==> config.mk <==
export PLATFORM = sky130hd
export DESIGN_NAME = fp_align_stage
export DESIGN_NICKNAME = d
export VERILOG_FILES = /design/src/rtl/fp_align_stage.sv
export SDC_FILE = /design/constraint.sdc
export NUM_CORES = 1
export LEC_CHECK = 0
export ABC_AREA = 1
export CAP_MARGIN = 30
export CORE_MARGIN = 2
export CORE_UTILIZATION = 35
export CTS_CLUSTER_DIAMETER = 100
export CTS_CLUSTER_SIZE = 12
export DETAILED_ROUTE_END_ITERATION = 10
export PLACE_DENSITY = 0.65
export SYNTH_ARGS = -nofsm -noshare
export SYNTH_HDL_FRONTEND = slang
export SYNTH_SLANG_ARGS = --single-unit
==> constraint.sdc <==
create_clock -name clk -period 4.89 [get_ports clk]
set_clock_uncertainty 0.2 [all_clocks]
set_input_delay 0.978 -clock clk [delete_from_list [all_inputs] [get_ports clk]]
set_output_delay 0.978 -clock clk [all_outputs]
set_load 0.01 [all_outputs]
==> src/rtl/fp_align_stage.sv <==
// Exponent-alignment front end of the single-precision FP adder: picks the larger
// operand, right-shifts the smaller significand and registers guard/round/sticky.
module fp_align_stage #(
    parameter int EXP_W = 8,
    parameter int SIG_W = 24
) (
    input  logic               clk,
    input  logic               rst,
    input  logic               in_valid,
    input  logic [EXP_W-1:0]   exp_a,
    input  logic [EXP_W-1:0]   exp_b,
    input  logic [SIG_W-1:0]   sig_a,
    input  logic [SIG_W-1:0]   sig_b,
    output logic               out_valid,
    output logic [EXP_W:0]     exp_diff,
    output logic               swap,
    output logic [EXP_W-1:0]   exp_larger,
    output logic [EXP_W-1:0]   shamt,
    output logic [SIG_W-1:0]   sig_larger,
    output logic [SIG_W-1:0]   sig_aligned,
    output logic               guard,
    output logic               round,
    output logic               sticky
);

    localparam int EXT_W = 2 * SIG_W + 2;
    localparam logic [EXP_W-1:0] SH_MAX = EXP_W'(SIG_W + 2);

    logic [EXP_W:0]   diff_c;
    logic [EXP_W:0]   diff_neg_c;
    logic             swap_c;
    logic [EXP_W-1:0] shamt_c;
    logic [EXP_W-1:0] shamt_sat_c;
    logic [SIG_W-1:0] sig_small_c;
    logic [EXT_W-1:0] ext_c;
    logic [EXT_W-1:0] ext_sh_c;

    always_comb begin
        diff_c      = {1'b0, exp_a} - {1'b0, exp_b};
        diff_neg_c  = -diff_c;
        swap_c      = diff_c[EXP_W];
        shamt_c     = swap_c ? diff_neg_c[EXP_W-1:0] : diff_c[EXP_W-1:0];
        sig_small_c = swap_c ? sig_a : sig_b;
        // Past SIG_W+2 every significand bit already sits in the sticky field,
        // so saturating the shift keeps the result exact for all 0..255.
        shamt_sat_c = (shamt_c > SH_MAX) ? SH_MAX : shamt_c;
        ext_c       = {sig_small_c, {(SIG_W + 2){1'b0}}};
        ext_sh_c    = ext_c >> shamt_sat_c;
    end

    always_ff @(posedge clk) begin
        if (rst) begin
            out_valid   <= 1'b0;
            exp_diff    <= '0;
            swap        <= 1'b0;
            exp_larger  <= '0;
            shamt       <= '0;
            sig_larger  <= '0;
            sig_aligned <= '0;
            guard       <= 1'b0;
            round       <= 1'b0;
            sticky      <= 1'b0;
        end else begin
            out_valid <= in_valid;
            if (in_valid) begin
                exp_diff    <= diff_c;
                swap        <= swap_c;
                exp_larger  <= swap_c ? exp_b : exp_a;
                shamt       <= shamt_c;
                sig_larger  <= swap_c ? sig_b : sig_a;
                sig_aligned <= ext_sh_c[EXT_W-1 -: SIG_W];
                guard       <= ext_sh_c[SIG_W+1];
                round       <= ext_sh_c[SIG_W];
                sticky      <= |ext_sh_c[SIG_W-1:0];
            end
        end
    end

endmodule

==> impl_metrics.yaml, run 1 <==
status:
  run_status: "completed"
min_path:
  min_path_cells: 2
  hold_path_class: "reg2reg"
  min_from: "sig_aligned[21]"
  holdPathEnd: "sig_aligned[21]"
power:
  vdd_ir_drop_max_v: 0.000192
  comb_power_share_pct: 44.2
  seqPwrFrac_pct: 29.4
  clkPwrFrac_pct: 26.4
  p_leak_nw: 3.60
  p_sw_share_pct: 36.8
  internal_power_mw: 1.47
  total_power_mw: 2.32
  powerDensity_nw_per_um2: 288
  power_switching_mw: 0.855
die:
  ioPinCount: 145
  coreArea_um2: 15300
  dieArea_um2: 16800
  dieHeight_um: 130
  die_x_um: 130
  rows: 45
  initial_utilization_pct: 36.0
placed_design:
  place_hpwl_um: 14000
  gp_congestion: 0.928
  place_area_um2: 7560
  portBuffers: 144
  dp_slack_ns: -0.162
  dp_cells: 1293
timing:
  finalSetupViolCount: 0
  fmax_mhz: 215
  setup_tns_ns: 0
  worst_pin_slew_ns: 0.718
  fin_crit_sh_pct: 95.1
  finalMaxSlewViolations: 0
  slew-limit-headroom_pct: 52.1
  finalHoldViolCount: 0
  fin_crit_ns: 4.65
  hold_slack_ns: 0.262
  fin_ws_ns: 0.239
critical_path:
  criticalPathCategory: "in2reg"
  worstReg2RegEnd: "shamt[6]"
  critPathCaptureType: "flop"
  max_stage_delay_ns: 0.47
  r2r-start: "shamt[6]"
  crit_fanout: 7
  slowest_stage: "clkdlybuf4s50_1"
  worst_ep_required_time_ns: 4.92
  crit_path_start_kind: "primary input"
  cp.arrival_ns: 4.68
  r2r_slack_ns: 3.92
  r2r.worst_path.cells: 4
logic_synthesis:
  synth_cell_types: 37
  synth_top_area_cell: "dfxtp_1"
  synth_area_leaders: "dfxtp_1 28%, nand2_1 21%, nand3_1 13%"
  synth_fp_nets: 1001
  ys.flop_type: "dfxtp_1"
  synth_edf_count: 0
  synth.yosys.seq_area_share_pct: 27.6
  synth_top_area_share_pct: 27.6
  yosys_register_bits: 76
  ys_async_sr_fraction_pct: 0
  synth.avg_cell_area_um2: 5.98
  postSynthCellCount: 923
  yosysWarnings: 0
  synth_area_um2: 5520
finish:
  final_nets: 1179
  layout_commonest_cell: "nand2_1"
  fillers: 1605
  final_util_pct: 52.6
  final_cell_mix: "299 x nand2_1, 141 x clkdlybuf4s50_1, 130 x nand3_1"
  final_area_um2: 8060
  antenna-diode-count: 0
  layout-drive-gt1-share_pct: 13.6
  layout.cells.non_filler: 1315
  synthToLayoutAreaGrowth_pct: 46.0
drt:
  via_per_inst: 5.07
  wl_per_cell_um: 14.3
  drtPass1Iterations: 5
  drc: 0
  drt_iter0_markers: 401
  antenna_left: 0
  num_vias: 6672
  routed_wirelength_um: 18800
global_route:
  grt_pass1_wl_um: 30200
  globalRouteOverflowTotal: 0
  grt_pass1_vias: 6278
  grt_max_degree: 62
  grt_usage_pct: 22.5
  antenna_found_initial: 0
flow_run:
  maxCapViolCount: 0
clocking:
  cts_buffer_depth: 2
  h-tree-depth: 3
  cts_root_buffer: "clkbuf_16"
  postCtsHoldBufs: 0
  cts_tree: "done"
  clk_latency_ns: 0.34
  numCtsBuffers: 9
  clk_pin_slew_ns: 0.05
  clkSinkCount: 76
sequential cells by signal (all words and copies together), names as in the netlist:
register	flops
sig_aligned	24
shamt	7
round	1
out_valid	1
exp_diff	9
sticky	1
exp_larger	8
sig_larger	24
guard	1
cells by family (layout without fill, tap and decap cells):
| logic type | count (synthesis) | count (layout) | synth area share [%] |
|---|---|---|---|
| adder cells (fa/ha/maj) | 11 | 11 | 2.63 |
| flip-flops | 76 | 76 | 27.6 |
| multiplexers | 2 | 2 | 0.363 |
| buffers and inverters | 147 | 328 | 11.3 |
| AO/OA/AOI/OAI | 158 | 158 | 16.5 |
| AND/OR/NAND/NOR | 529 | 529 | 41.7 |
synth_stat cells, types with 4 or more instances:
library cell,n
ha_1,10
o211ai_1,32
inv_1,84
nand2_1,308
clkbuf_1,32
a31oi_1,8
or2_2,4
nand3_1,146
nor2_1,45
nand4_1,10
dfxtp_1,76
buf_2,12
buf_4,8
a21oi_1,66
inv_2,4
o21ai_0,42
metal layers:
metal | GRT usage, % | wire length (um) | vias to the layer above
met3 | 5.53 | 1140 | 32
met5 | 0 | 0 | -
li1 | - | - | 3401
met1 | 27.8 | 8360 | 3054
met4 | 8.16 | 510 | 0
met2 | 38.1 | 8840 | 185
worst max path at each step:
stage              from  depth (start not counted)      to  slack [ns]
2_1_floorplan  exp_a[0]                         30  sticky        0.71
3_3_place_gp   exp_a[0]                         31  sticky       -0.07
3_5_place_dp   exp_a[0]                         31  sticky       -0.16
4_1_cts        exp_a[0]                         31  sticky        0.18
5_1_grt        exp_a[0]                         30  sticky       -0.03
6_report       exp_a[0]                         32  sticky        0.24
critical path, delay by kind of cell:
family / cells / cell delay [ns]
simple gates: 22 / 2.01
buf+inv: 7 / 0.95
fa+ha+maj: 3 / 0.74
repair_timing:
item,4_1_cts,5_1_grt
buffers inserted,0,7
gates resized for setup,0,40
endpoints found under the setup margin,0,6
power by group through the flow:
stage          Combinational [mW]  Clock [mW]  Sequential (mW)
2_1_floorplan               0.539           0            0.714
3_3_place_gp                0.967           0            0.696
3_5_place_dp                0.969           0            0.697
4_1_cts                     0.975       0.629            0.684
5_1_grt                      1.14       0.649            0.688
6_report                     1.03       0.613            0.684
area by class of cell:
type                    instances  area [um^2]  share of cell area, %
clock buffers                  12          246                   3.06
flip-flops and latches         76         1520                   18.9
clock inverters                 2         12.5                  0.155
inverters                      90          343                   4.25
multi-input cells             700         3510                   43.6
well taps                     211          264                   3.28
repair buffers                224         2160                   26.8
(Power assumes the default switching activity.)
==> inputs of run 2 (changes only) <==
--- a/config.mk
+++ b/config.mk
@@ -12,7 +12,9 @@
 export CTS_CLUSTER_DIAMETER = 100
 export CTS_CLUSTER_SIZE = 12
 export DETAILED_ROUTE_END_ITERATION = 10
+export GPL_ROUTABILITY_DRIVEN = 1
 export PLACE_DENSITY = 0.65
+export SLEW_MARGIN = 20
 export SYNTH_ARGS = -nofsm -noshare
 export SYNTH_HDL_FRONTEND = slang
 export SYNTH_SLANG_ARGS = --single-unit
==> constraint.sdc (replaced) <==
create_clock -name clk -period 4.8 [get_ports clk]
set_clock_uncertainty 0.2 [all_clocks]
set_input_delay 0.96 -clock clk [delete_from_list [all_inputs] [get_ports clk]]
set_output_delay 0.96 -clock clk [all_outputs]
set_load 0.01 [all_outputs]
==> run 2 against run 1 <==
Final cell count rose by 1.4%. Sequential share of layout area fell by 0.056 points. Utilization rose by 0.16 points. Wire length fell by 1.3%. Worst setup slack got worse by 0.051 ns. Power rose by 6.6%. Worst hold slack improved by 0.0013 ns. Global-route usage rose by 0.098 points. Count of clock-buffer cells in the layout fell by 2. Critical path depth fell by 3. First-iteration DRC count rose by 23%. Cell area rose by 0.29%. Critical path type unchanged. Largest power group unchanged.
==> impl_metrics.yaml, run 2 (synthesized netlist as in run 1, its figures left out) <==
timing:
  setup_tns_ns: 0
  fin_ws_ns: 0.188
  finalSetupViolCount: 0
  rsz0062_at_grt: "yes"
  fmax_mhz: 217
  finalHoldViolCount: 0
  finalMaxSlewViolations: 0
  fin_crit_ns: 4.61
  hold_slack_ns: 0.263
  slew-limit-headroom_pct: 53.9
  worst_pin_slew_ns: 0.691
  fin_crit_sh_pct: 96.1
drt:
  num_vias: 6576
  via_per_inst: 4.93
  routed_wirelength_um: 18600
  drt_iter0_markers: 492
  drtPass1Iterations: 5
  wl_per_cell_um: 14.0
  antenna_left: 0
  drc: 0
clocking:
  clk_pin_slew_ns: 0.06
  clk_latency_ns: 0.35
  h-tree-depth: 3
  cts_root_buffer: "clkbuf_16"
  postCtsHoldBufs: 0
  numCtsBuffers: 9
  cts_tree: "done"
  clkSinkCount: 76
  cts_buffer_depth: 2
power:
  total_power_mw: 2.48
  p_leak_nw: 3.65
  powerDensity_nw_per_um2: 306
  vdd_ir_drop_max_v: 0.000179
global_route:
  globalRouteOverflowTotal: 0
  grt_pass1_vias: 6135
  antenna_found_initial: 0
  grt_max_degree: 62
  grt_pass1_wl_um: 29900
  grt_usage_pct: 22.6
critical_path:
  max_stage_delay_ns: 0.46
  cp.buffers_inverters: 8
  crit_fanout: 15
  cp.arrival_ns: 4.65
  r2r.worst_path.cells: 4
  crit_path_start_kind: "primary input"
  r2r-start: "shamt[6]"
  slowest_stage: "clkdlybuf4s50_1"
  criticalPathCategory: "in2reg"
  worst_ep_required_time_ns: 4.84
  critPathCaptureType: "flop"
  worstReg2RegEnd: "shamt[6]"
  r2r_slack_ns: 3.83
  critPathTopFamily: "simple AND/OR/NAND/NOR gates"
placed_design:
  place_area_um2: 7690
  place_hpwl_um: 14000
  gp_congestion: 0.936
  dp_slack_ns: -0.199
  portBuffers: 144
finish:
  synthToLayoutAreaGrowth_pct: 46.4
  layout_commonest_cell: "nand2_1"
  layout-drive-gt1-share_pct: 13.5
  final_nets: 1195
  largestRegisters: "sig_aligned x24, sig_larger x24, exp_diff x9"
  final_area_um2: 8080
  final_cell_mix: "304 x nand2_1, 142 x clkdlybuf4s50_1, 140 x nand3_1"
  antenna-diode-count: 0
die:
  die_x_um: 130
  ioPinCount: 145
  coreArea_um2: 15300
  dieArea_um2: 16800
  dieHeight_um: 130
  rows: 45
  initial_utilization_pct: 36.0
min_path:
  min_path_cells: 2
  holdPathEnd: "sig_aligned[18]"
  min_from: "sig_aligned[18]"
  hold_path_class: "reg2reg"
status:
  run_status: "completed"
flow_run:
  maxCapViolCount: 0
-- run 2: cell count changes in the layout (fill, tap and decap cells not counted), moves of 3 or more --
cell     before  now
buf_4        69   91
nand3_1     130  140
nand3_2      19    9
nand2_1     299  304
nand2_2       9    4
buf_12        8    5
-- run 2: repair_timing --
item,in CTS,in global routing
gates resized for setup,0,15
setup buffers,0,4
setup endpoints to repair,0,9
-- run 2: worst max path at each step --
stage / startpoint / to / slack, ns / cells after the start
finish: exp_a[0] / sticky / 0.19 / 29
CTS: exp_a[0] / sticky / 0.14 / 31
global placement: exp_a[0] / sticky / -0.19 / 31
detailed placement: exp_a[0] / sticky / -0.20 / 31
global route: exp_a[0] / sticky / -0.14 / 32
floorplan: exp_a[0] / sticky / 0.64 / 30
-- run 2: where the power goes --
part	switching, mW	internal (mW)
clock	0.290	0.456
combinational	0.572	0.463
sequential	0.0220	0.674
-- run 2: worst min-delay path, cell delays in order, from the launching register on --
cell	delay, ns
dfxtp_1	0.31
nand2_1	0.06
a21oi_1	0.05
-- run 2: layout make-up --
cell class                      count  area (um^2)
Fill cell                        1606         7230
Multi-Input combinational cell    700         3420
Timing Repair Buffer              240         2210
Sequential cell                    76         1520
Inverter                           90          340
Tap cell                          211          264
Clock buffer                       10          229
Clock inverter                      6         88.8
-- run 2: stage by stage --
step / std cells / util (%)
2_1_floorplan: 923 / -
3_3_place_gp: 1313 / 50.2
3_5_place_dp: 1313 / 50.2
4_1_cts: 1329 / 52.3
5_1_grt: 1333 / 52.8
6_report: 1333 / 52.8
-- run 2: metal layers --
layer	wire (um)	share of wire [%]	vias up	GRT usage (%)
li1	-	-	3429	-
met1	8590	46	2952	29.0
met2	8630	46	167	37.9
met3	969	5.2	28	4.25
met4	427	2.3	0	8.16
met5	0	0	-	0
==> inputs of run 3 (changes only) <==
--- a/config.mk
+++ b/config.mk
@@ -9,6 +9,7 @@
 export CAP_MARGIN = 30
 export CORE_MARGIN = 2
 export CORE_UTILIZATION = 35
+export CTS_BUF_LIST = sky130_fd_sc_hd__clkbuf_2
 export CTS_CLUSTER_DIAMETER = 100
 export CTS_CLUSTER_SIZE = 12
 export DETAILED_ROUTE_END_ITERATION = 10
==> run 3 against run 2 <==
Die area unchanged. Power is 13% lower. Flip-flop and latch count is the same. Wire length is 0.97% lower. Critical path depth stayed put. Sequential share of layout area is 0.54 points higher. Combinational power barely moved. Fmax up 4.4%. First-iteration DRC count rose by 7.1%. Global-route usage barely moved. Cell area down 2.8%. Highest routed layer unchanged.
==> impl_metrics.yaml, run 3 (synthesized netlist as in run 1, its figures left out) <==
finish:
  synthToLayoutAreaGrowth_pct: 42.3
  layout-drive-gt1-share_pct: 12.2
  final_area_um2: 7860
  layout.cells.non_filler: 1333
  largestRegisters: "sig_aligned x24, sig_larger x24, exp_diff x9"
  final_nets: 1194
  layout_commonest_cell: "nand2_1"
  final_cell_mix: "308 x nand2_1, 145 x nand3_1, 142 x clkdlybuf4s50_1"
clocking:
  cts_buffer_depth: 2
  numCtsBuffers: 9
  clkSinkCount: 76
  clk_pin_slew_ns: 0.20
  cts_root_buffer: "clkbuf_2"
  clk_latency_ns: 0.62
  cts_tree: "done"
  h-tree-depth: 3
global_route:
  globalRouteOverflowTotal: 0
  grt_pass1_wl_um: 30000
  grt_usage_pct: 22.7
  grt_pass1_vias: 6186
  grt_max_degree: 62
  antenna_found_initial: 1
drt:
  via_per_inst: 4.94
  antenna_left: 0
  maxUsedRoutingLayer: "met4"
  drt_iter0_markers: 527
  wl_met1_um: 8420
  routed_wirelength_um: 18400
  route.met2.wl_um: 8660
  num_vias: 6588
  wl_per_cell_um: 13.8
  wl_met3_um: 912
  drc: 0
  drtPass1Iterations: 8
status:
  run_status: "completed"
die:
  initial_utilization_pct: 36.0
  rows: 45
  die_x_um: 130
  coreArea_um2: 15300
  dieHeight_um: 130
  ioPinCount: 145
  dieArea_um2: 16800
critical_path:
  worst_ep_required_time_ns: 5.11
  r2r.worst_path.cells: 4
  cp.arrival_ns: 4.73
  r2r_slack_ns: 3.80
  crit_fanout: 15
  crit_path_start_kind: "primary input"
  slowest_stage: "clkdlybuf4s50_1"
  max_stage_delay_ns: 0.46
  worstReg2RegEnd: "shamt[6]"
  r2r-start: "shamt[6]"
  criticalPathCategory: "in2reg"
  critPathCaptureType: "flop"
timing:
  fmax_mhz: 226
  finalHoldViolCount: 0
  rsz0062_at_grt: "no"
  finalMaxSlewViolations: 0
  slew-limit-headroom_pct: 54.3
  fin_crit_ns: 4.42
  finalSetupViolCount: 0
  setup_tns_ns: 0
  worst_pin_slew_ns: 0.685
  fin_crit_sh_pct: 92.0
placed_design:
  place_area_um2: 7690
  gp_congestion: 0.936
  dp_cells: 1313
  portBuffers: 144
  place_hpwl_um: 14000
min_path:
  min_path_cells: 2
  min_from: "sig_larger[13]"
  hold_path_class: "reg2reg"
  holdPathEnd: "sig_larger[13]"
power:
  vdd_ir_drop_max_v: 0.000125
  p_leak_nw: 3.57
  powerDensity_nw_per_um2: 274
flow_run:
  maxCapViolCount: 0
## run 3: worst max path at each step
stage | startpoint | end | slack (ns) | cells after the start
after floorplan | exp_a[0] | sticky | 0.64 | 30
after global placement | exp_a[0] | sticky | -0.19 | 31
after detailed placement | exp_a[0] | sticky | -0.20 | 31
after CTS | exp_a[0] | sticky | 0.46 | 31
after global routing | exp_a[0] | sticky | 0.003 | 31
final | exp_a[0] | sticky | 0.38 | 29
## run 3: power by group
| group | internal [mW] | switching [mW] | total [mW] |
|---|---|---|---|
| Sequential | 0.675 | 0.0222 | 0.697 |
| Combinational | 0.458 | 0.562 | 1.02 |
| Clock | 0.174 | 0.259 | 0.433 |
## run 3: timing repair
item / in CTS / in global routing
resized for setup: 0 / 1
endpoints found under the hold margin: 0 / 0
endpoints found under the setup margin: 0 / 1
hold buffers: 0 / 0
buffers inserted: 0 / 3
## run 3: area by class of cell
cell class | instances | area [um^2]
Fill cell | 1642 | 7460
Clock inverter | 6 | 88.8
Multi-Input combinational cell | 700 | 3380
Clock buffer | 10 | 50.0
Antenna cell | 1 | 2.50
Sequential cell | 76 | 1520
Tap cell | 211 | 264
Inverter | 90 | 340
Timing Repair Buffer | 239 | 2210
## run 3: stage by stage
| step | utilization (%) | setup slack [ns] | hold slack (ns) | power, mW |
|---|---|---|---|---|
| finish | 51.3 | 0.382 | 0.279 | 2.15 |
| detailed placement | 50.2 | -0.199 | 0.256 | 1.72 |
| floorplan | - | 0.640 | 0.290 | 1.28 |
| global placement | 50.2 | -0.194 | 0.252 | 1.71 |
| CTS | 51.1 | 0.462 | 0.283 | 2.16 |
| global route | 51.3 | 0.00255 | 0.300 | 2.31 |
## run 3: critical path, delay by kind of cell
kind,cells,cell delay [ns]
AND/OR/NAND/NOR,18,1.71
buffers and inverters,8,1.30
adder cells (fa/ha/maj),3,0.77
## run 3: routing by layer
metal  track usage (%)  vias up
met2              38.2      163
met3              4.00       25
met5                 0        -
met1              28.8     2977
met4              9.04        0
li1                  -     3423
